===== config.mk =====
export PLATFORM = sky130hd
export DESIGN_NAME = invaes_ctrl
export DESIGN_NICKNAME = d
export VERILOG_FILES = /design/src/rtl/invaes_ctrl.sv
export SDC_FILE = /design/constraint.sdc
export NUM_CORES = 1
export LEC_CHECK = 0
export BUFFER_PORTS_ARGS = -buffer_cell sky130_fd_sc_hd__buf_2
export CAP_MARGIN = 20
export CORE_MARGIN = 5
export CORE_UTILIZATION = 50
export DETAILED_ROUTE_END_ITERATION = 6
export PLACE_DENSITY_LB_ADDON = 0.2
export SYNTH_ARGS = -nofsm -noshare
export SYNTH_HDL_FRONTEND = slang
export SYNTH_SLANG_ARGS = --single-unit

===== constraint.sdc =====
create_clock -name clk -period 2.7 [get_ports clk]
set_clock_uncertainty 0.2 [all_clocks]
set_input_delay 0.27 -clock clk [delete_from_list [all_inputs] [get_ports clk]]
set_output_delay 0.27 -clock clk [all_outputs]
set_load 0.02 [all_outputs]

===== src/rtl/invaes_ctrl.sv =====
// rtl/invaes_ctrl.sv - inverse-AES datapath sequencer
//
// Synchronises the SPI master's load strobe. After load falls (key and
// cyphertext are shifted in), it steps through key expansion, the initial
// AddRoundKey, NR-1 inverse rounds and the final round, then raises done.
//
// Parameters:
//   K           key length in bits (128/192/256); NR = 10/12/14 is derived
// Ports:
//   clk         system clock
//   reset_n     asynchronous active-low reset
//   load        SPI master load strobe (asynchronous), high while shifting in
//   keyexp_en   key schedule computes round key round_idx
//   ark_en      datapath: state <= cyphertext ^ roundkey[round_idx]
//   round_en    datapath: one inverse round with roundkey[round_idx]
//   last_round  qualifies round_en: skip InvMixColumns
//   round_idx   round-key index for the current cycle
//   busy        high in KEYEXP/INIT/ROUNDS/FINAL
//   done        plaintext valid; held until the next load rise
//   cyc_count   latency of the last run (only with INVAES_CYCLE_CNT_EN)
//
// Build option: define INVAES_CYCLE_CNT_EN to add the cyc_count port.

module invaes_ctrl #(
    parameter int K = 128
) (
    input  logic        clk,
    input  logic        reset_n,
    input  logic        load,
    output logic        keyexp_en,
    output logic        ark_en,
    output logic        round_en,
    output logic        last_round,
    output logic [3:0]  round_idx,
    output logic        busy,
    output logic        done
`ifdef INVAES_CYCLE_CNT_EN
    ,
    output logic [15:0] cyc_count
`endif
);

    localparam logic [3:0] NR = (K == 256) ? 4'd14 : (K == 192) ? 4'd12 : 4'd10;

    if (K != 128 && K != 192 && K != 256) begin : g_bad_k
        $error("invaes_ctrl: K must be 128, 192 or 256");
    end

    typedef enum logic [2:0] {
        S_IDLE,
        S_LOAD,
        S_KEYEXP,
        S_INIT,
        S_ROUNDS,
        S_FINAL,
        S_DONE
    } state_t;

    state_t     state_q, state_d;
    logic [3:0] round_idx_q, round_idx_d;
    logic       load_meta_q, load_s_q, load_q;
    logic       rise, fall;
    logic       keyexp_en_q, keyexp_en_d;
    logic       ark_en_q, ark_en_d;
    logic       round_en_q, round_en_d;
    logic       last_round_q, last_round_d;
    logic       busy_q, busy_d;
    logic       done_q, done_d;

    always_comb begin
        rise        = load_s_q & ~load_q;
        fall        = ~load_s_q & load_q;
        state_d     = state_q;
        round_idx_d = round_idx_q;

        // A new load while working abandons the run; nothing gets flagged done.
        if (rise && (state_q == S_KEYEXP || state_q == S_INIT ||
                     state_q == S_ROUNDS || state_q == S_FINAL)) begin
            state_d     = S_LOAD;
            round_idx_d = 4'd0;
        end else begin
            case (state_q)
                S_IDLE: begin
                    if (rise) state_d = S_LOAD;
                end
                S_LOAD: begin
                    if (fall) begin
                        state_d     = S_KEYEXP;
                        round_idx_d = 4'd1;
                    end
                end
                S_KEYEXP: begin
                    if (round_idx_q == NR) state_d = S_INIT;
                    else                   round_idx_d = round_idx_q + 4'd1;
                end
                S_INIT: begin
                    state_d     = S_ROUNDS;
                    round_idx_d = NR - 4'd1;
                end
                S_ROUNDS: begin
                    if (round_idx_q == 4'd1) begin
                        state_d     = S_FINAL;
                        round_idx_d = 4'd0;
                    end else begin
                        round_idx_d = round_idx_q - 4'd1;
                    end
                end
                S_FINAL: begin
                    state_d     = S_DONE;
                    round_idx_d = 4'd0;
                end
                S_DONE: begin
                    if (rise) begin
                        state_d     = S_LOAD;
                        round_idx_d = 4'd0;
                    end
                end
                default: begin
                    state_d     = S_IDLE;
                    round_idx_d = 4'd0;
                end
            endcase
        end

        // Outputs are decoded from the next state and registered, so each
        // strobe is a glitch-free Moore decode of the state it accompanies.
        keyexp_en_d  = (state_d == S_KEYEXP);
        ark_en_d     = (state_d == S_INIT);
        round_en_d   = (state_d == S_ROUNDS) || (state_d == S_FINAL);
        last_round_d = (state_d == S_FINAL);
        busy_d       = keyexp_en_d | ark_en_d | round_en_d;
        done_d       = (state_d == S_DONE);
    end

    always_ff @(posedge clk or negedge reset_n) begin
        if (!reset_n) begin
            load_meta_q  <= 1'b0;
            load_s_q     <= 1'b0;
            load_q       <= 1'b0;
            state_q      <= S_IDLE;
            round_idx_q  <= 4'd0;
            keyexp_en_q  <= 1'b0;
            ark_en_q     <= 1'b0;
            round_en_q   <= 1'b0;
            last_round_q <= 1'b0;
            busy_q       <= 1'b0;
            done_q       <= 1'b0;
        end else begin
            load_meta_q  <= load;
            load_s_q     <= load_meta_q;
            load_q       <= load_s_q;
            state_q      <= state_d;
            round_idx_q  <= round_idx_d;
            keyexp_en_q  <= keyexp_en_d;
            ark_en_q     <= ark_en_d;
            round_en_q   <= round_en_d;
            last_round_q <= last_round_d;
            busy_q       <= busy_d;
            done_q       <= done_d;
        end
    end

    assign keyexp_en  = keyexp_en_q;
    assign ark_en     = ark_en_q;
    assign round_en   = round_en_q;
    assign last_round = last_round_q;
    assign round_idx  = round_idx_q;
    assign busy       = busy_q;
    assign done       = done_q;

`ifdef INVAES_CYCLE_CNT_EN
    logic [15:0] cyc_count_q, cyc_count_d;

    // Restarts on KEYEXP entry, counts busy cycles, then holds the last
    // run's latency through DONE and LOAD.
    always_comb begin
        cyc_count_d = cyc_count_q;
        if (state_q == S_LOAD && state_d == S_KEYEXP) begin
            cyc_count_d = 16'd0;
        end else if (busy_q && cyc_count_q != 16'hFFFF) begin
            cyc_count_d = cyc_count_q + 16'd1;
        end
    end

    always_ff @(posedge clk or negedge reset_n) begin
        if (!reset_n) cyc_count_q <= 16'd0;
        else          cyc_count_q <= cyc_count_d;
    end

    assign cyc_count = cyc_count_q;
`endif

endmodule

======== Yosys cells after proc, flatten, opt, wreduce, memory -nomap -nowiden ========
Cells that the tools add are included.
word-level totals
  register bits ........................... 16
  latch bits .............................. 0
  memory bits (writable) .................. 0
  bits in read-only memories .............. 0
  input port bits ......................... 3
  output and inout bits ................... 10
  word-level logic and storage cells ...... 56
  memories ................................ 0
cells by class
  add/subtract/negate cells ............... 2
  $mul .................................... 0
  divide/modulo/power cells ............... 0
  order comparisons ....................... 0
  equal/unequal tests ..................... 17
  shift-type cells ........................ 0
  multiplexer cells ....................... 12
  bitwise logic cells ..................... 6
  reduce and logical (&&, ||, !) cells .... 8
operators by type and width
  kind                                                                   number
  4-bit one-hot mux with 6 select lines                                  1
  4-bit two-way mux                                                      5
  3-bit equality test, second input constant                             6
  3-bit one-hot mux with 6 select lines                                  1
  3-bit two-way mux                                                      5
  3-bit by 2-bit equality test with 1-bit output, second input constant  4
  3-bit != test, second input constant                                   3
  4-bit by 1-bit adder with 4-bit output, second input constant          1
  4-bit by 1-bit equality test with 1-bit output, second input constant  1
  4-bit equality test, second input constant                             1
  1-bit logical OR                                                       4
  4-bit AND reduction                                                    1
  4-bit by 1-bit subtractor with 4-bit output, second input constant     1
  3-bit by 1-bit equality test with 1-bit output, second input constant  1
  3-bit logical NOT                                                      1
  1-bit AND                                                              2
  2-bit != test, second input constant                                   1
  1-bit inverter                                                         2
  1-bit bitwise OR                                                       2
  2-bit OR reduction                                                     1
  1-bit logical AND                                                      1

======== Logic depth before layout (Yosys ltp) ========
  word-level depth ........................ 9
  depth in mapped cells ................... 7
  mapped depth without buffers ............ 7

======== Worst setup path after synthesis ========
No wires, ideal clock.
  kind .................................... flip-flop to flip-flop
  start point ............................. register round_idx_q[1] (netlist: round_idx[1])
  end point ............................... register round_idx_q[0] (netlist: round_idx[0])
  arrival time ............................ 1.768 ns
  data required time ...................... 2.372 ns
  slack ................................... 0.605 ns
  stages on the path, launching flop included .. 7
  path buffers ............................ 0
  clock period less this slack ............ 2.095 ns
  path through ............................ dfrtp_1 -> inv_1 -> ha_1 -> nor3b_2 -> a221oi_4 -> o21ai_2 -> mux2_1
between the ends
  cells in the longest elaborated chain, start to end .. 4
  elaborated cells on any way between the ends .. 7
ends and longest elaborated chain
  what                                            line  text
  from (decl)                                     60    logic [3:0] round_idx_q, round_idx_d;
  from (signal assigned)                          153   round_idx_q <= round_idx_d;
  4-bit by 1-bit equality test with 1-bit output  101   if (round_idx_q == 4'd1) begin
  4-bit two-way mux                               101
  4-bit one-hot mux with 6 select lines           82    case (state_q)
  4-bit two-way mux                               77    if (rise && (state_q == S_KEYEXP || state_q == S_INIT ||
Several ways; a longest one is shown, not always the timed one.
A chain may end at the register's enable or synchronous reset.

======== Worst setup path in the final report ========
  start point ............................. register state_q[1]
  end point ............................... register round_idx_q[0] (netlist: round_idx[0])
between the ends
  cells in the longest elaborated chain, start to end .. 7
  elaborated cells on any way between the ends .. 18
ends and longest elaborated chain
  what                                                             line    text
  from (decl)                                                      59      state_t state_q, state_d;
  from (signal assigned)                                           152     state_q <= state_d;
  3-bit by 2-bit equality test with 1-bit output                   77, 82
  1-bit logical OR (2 in a row)                                    77
  1-bit logical OR                                                 78      state_q == S_ROUNDS || state_q == S_FINAL)) begin
  1-bit logical AND                                                77
  3-bit != test (no source line) or 2-bit != test (tied branches)  -
  4-bit AND reduction (no source line)                             -
Several ways; a longest one is shown, not always the timed one.

==> flow_summary.json <==
{
  "grt_max_degree": 17,
  "ys_ff_latch": 16,
  "die_area_um2": 2800,
  "cp.required_ns": 2.67,
  "hold_class": "reg2reg",
  "dr.pass1.iters": 4,
  "cts.sinks": 16,
  "cts_tree": "done",
  "routed_wl_um": 1710,
  "tns_ns": 0,
  "drt-initial-drc-count": 20,
  "whs_path_depth": 0,
  "cp-start-kind": "flip-flop",
  "start_util_pct": 52.7,
  "r2r_cells": 5,
  "crit_path_end_kind": "flip-flop",
  "grt_pass1_vias": 651,
  "gp_congestion": 0.832,
  "grt_overflow": 0,
  "area_growth_pct": 13.9,
  "synth_top_flop_cell": "dfrtp_1",
  "ir_worst_vdd_v": 0.000522,
  "finalHoldViolCount": 0,
  "n_antenna_cell": 0,
  "grt_use_total_pct": 14.3,
  "io_buffer_count": 12,
  "power_density_nw_per_um2": 1130,
  "ant_nets": 0,
  "status": "finished, final reports clean",
  "fin_util_pct": 60.0,
  "p_leak_nw": 0.504,
  "relSlewSlack_pct": 63.4,
  "internal_power_w": 0.000646,
  "yosysSeqAreaShare_pct": 43.5,
  "synth_edf_count": 0,
  "synth_top_area_share_pct": 43.5,
  "num-nets-final": 112,
  "syn_area_um2": 920,
  "drv_slew": 0,
  "setup_viol": 0,
  "syn_inst": 89,
  "core_area_um2": 1750,
  "dpl.hpwl_um": 1270,
  "rows": 15,
  "via_per_inst": 5.40,
  "worst_slew_pin_slew_ns": 0.548,
  "avgRoutedWirePerCell_um": 13.2,
  "htree_levels": 1,
  "syn_nets": 96,
  "switching_share_pct": 45.3,
  "seqPwrFrac_pct": 36.3,
  "rsz0062_at_grt": "no",
  "via_count": 696,
  "drv_cap": 0,
  "cts_root_buf": "clkbuf_4",
  "reg2reg_from": "state_q[1]",
  "drive_above_1_share_pct": 21.2,
  "finalCriticalPeriod_ns": 2.22,
  "ys_types": 39,
  "drc": 0,
  "numCtsBuffers": 3,
  "avgSynthCellArea_um2": 10.3,
  "holdPathEnd": "load_s_q",
  "grt_pass1_wl_um": 2950,
  "clock_path_buffers": 2,
  "synthArstFlopShare_pct": 100,
  "synth_top_cells_by_area": "dfrtp_1 44%, ha_1 5.4%, a221oi_4 2.9%, nand2_1 2.9%, nor2_1 2.9%",
  "fillers": 138,
  "antenna_found_initial": 0,
  "synth_top_area_cell": "dfrtp_1",
  "combPwrFrac_pct": 50.7,
  "pwr-share-clk_pct": 13.0,
  "fin_crit_sh_pct": 82.1,
  "io_pins": 13,
  "hold_path_startpoint": "load_meta_q",
  "die_height_um": 52.9,
  "insertion_delay_ns": 0.28,
  "critPathKind": "reg2reg",
  "p_sw_w": 0.000536,
  "fmax_mhz": 451,
  "r2r_setup_slack_ns": 0.48,
  "die_x_um": 52.9,
  "path_max_fanout": 14,
  "cp.arrival_ns": 2.19,
  "yosys_warnings": 0,
  "r2r-end": "round_idx[0]",
  "clkTransAtPathRegs_ns": 0.10
}
cell families (layout without fill, tap and decap cells):
| kind of cell | count (synthesis) | after routing | share of synthesized area, % |
|---|---|---|---|
| and+or+nand+nor | 32 | 32 | 20.7 |
| muxes | 2 | 2 | 2.45 |
| buffers and inverters | 8 | 23 | 4.22 |
| DFF | 16 | 16 | 43.5 |
| xor gates and xnor gates | 2 | 2 | 1.91 |
| AOI/OAI and AO/OA | 25 | 25 | 21.8 |
| adders and majority gates | 4 | 4 | 5.44 |
through the flow:
stage / setup WS, ns / power (W) / area, um2 / hold WS [ns] / cells
after floorplan: 0.605 / 0.000892 / 920 / -0.226 / 89
after global placement: 0.565 / 0.00102 / 991 / -0.00512 / 123
after detailed placement: 0.512 / 0.00103 / 991 / -0.00190 / 123
after CTS: 0.478 / 0.00119 / 1050 / 0.157 / 129
after global routing: 0.344 / 0.00128 / 1050 / 0.182 / 129
final: 0.483 / 0.00118 / 1050 / 0.152 / 129
worst max-delay path, cell delays in order, from the launching register on:
cell,delay [ns]
dfrtp_1,0.53
xor2_1,0.21
o32ai_1,0.50
a221oi_4,0.12
o21ai_2,0.22
mux2_1,0.33
worst max path at each step:
stage / to / slack, ns / startpoint / cells past startpoint
after floorplan: round_idx[0] / 0.60 / round_idx[1] / 6
after global placement: round_idx[1] / 0.57 / round_idx[0] / 7
after detailed placement: round_idx[0] / 0.51 / state_q[1] / 5
after CTS: round_idx[0] / 0.48 / state_q[1] / 5
after global routing: round_idx[0] / 0.34 / state_q[1] / 5
final: round_idx[0] / 0.48 / state_q[1] / 5
area by class of cell:
cell class	count	area (um2)	area share, %
sequential	16	400	38.2
inverter	5	18.8	1.79
timing repair buffer	14	80.1	7.65
tap	25	31.3	2.99
clock buffer	4	36.3	3.46
multi-input combinational	65	480	45.9
timing repair:
| item | CTS | global route |
|---|---|---|
| endpoints found under the hold margin | 17 | 0 |
| endpoints found under the setup margin | 0 | 0 |
| gates resized for setup | 0 | 0 |
| buffers inserted | 0 | 0 |
| hold buffers | 2 | 0 |
synthesized netlist by cell type, types with 2 or more instances:
master	count
dfrtp_1	16
nand2_1	7
nor2_1	7
inv_1	5
a21oi_1	4
ha_1	4
o21ai_0	4
nor2b_1	3
a21o_1	2
a22o_1	2
mux2_1	2
nand3_1	2
nor3_1	2
nor3b_2	2
o221ai_1	2
o31ai_1	2
state kept, by name, indices dropped and copies added, names as in the netlist:
| name | cells |
|---|---|
| load_meta_q | 1 |
| done | 1 |
| round_en | 1 |
| load_q | 1 |
| round_idx | 4 |
| state_q | 3 |
| busy | 1 |
| ark_en | 1 |
| last_round | 1 |
| keyexp_en | 1 |
| load_s_q | 1 |
power by group through the flow:
stage               Combinational (W)  Sequential, W  Clock (W)
finish                       0.000599       0.000429   0.000153
global route                 0.000657       0.000448   0.000178
CTS                          0.000599       0.000429   0.000161
detailed placement           0.000593       0.000434          0
global placement             0.000590       0.000431          0
floorplan                    0.000447       0.000445          0
layer usage:
layer	GRT usage (%)	wire length, um	vias to the layer above
met5	0	0	-
met4	4.68	12	0
met3	2.54	119	2
met2	22.3	783	23
met1	19.9	792	315
li1	-	-	356
layout by cell type (no fill, tap or decap):
cell type and n:
xor2_1 1, a211o_1 1, clkbuf_8 1, ha_1 4, nor3_2 1, a221o_1 1, nand3b_1 1, nor2b_1 3
or3_1 1, dlygate4sd3_1 2, inv_1 5, a21o_1 2, nor3_1 2, xnor2_1 1, or3b_4 1, nor2_1 7
o21ai_2 1, o221ai_1 2, mux2_1 2, nand4bb_1 1, o21ai_0 4, o32ai_1 1, a22oi_1 1, o22ai_1 1
nor3b_2 2, dfrtp_1 16, a21oi_1 4, o31ai_1 2, nand3_1 2, or2b_1 1, and2b_1 1, nand2b_1 1
a221oi_4 1, clkbuf_4 3, a22o_1 2, and3_1 1, nand2_1 7, buf_2 12, a2bb2oi_1 1, o211a_1 1
Note: power is estimated with default switching activity, not from simulation.
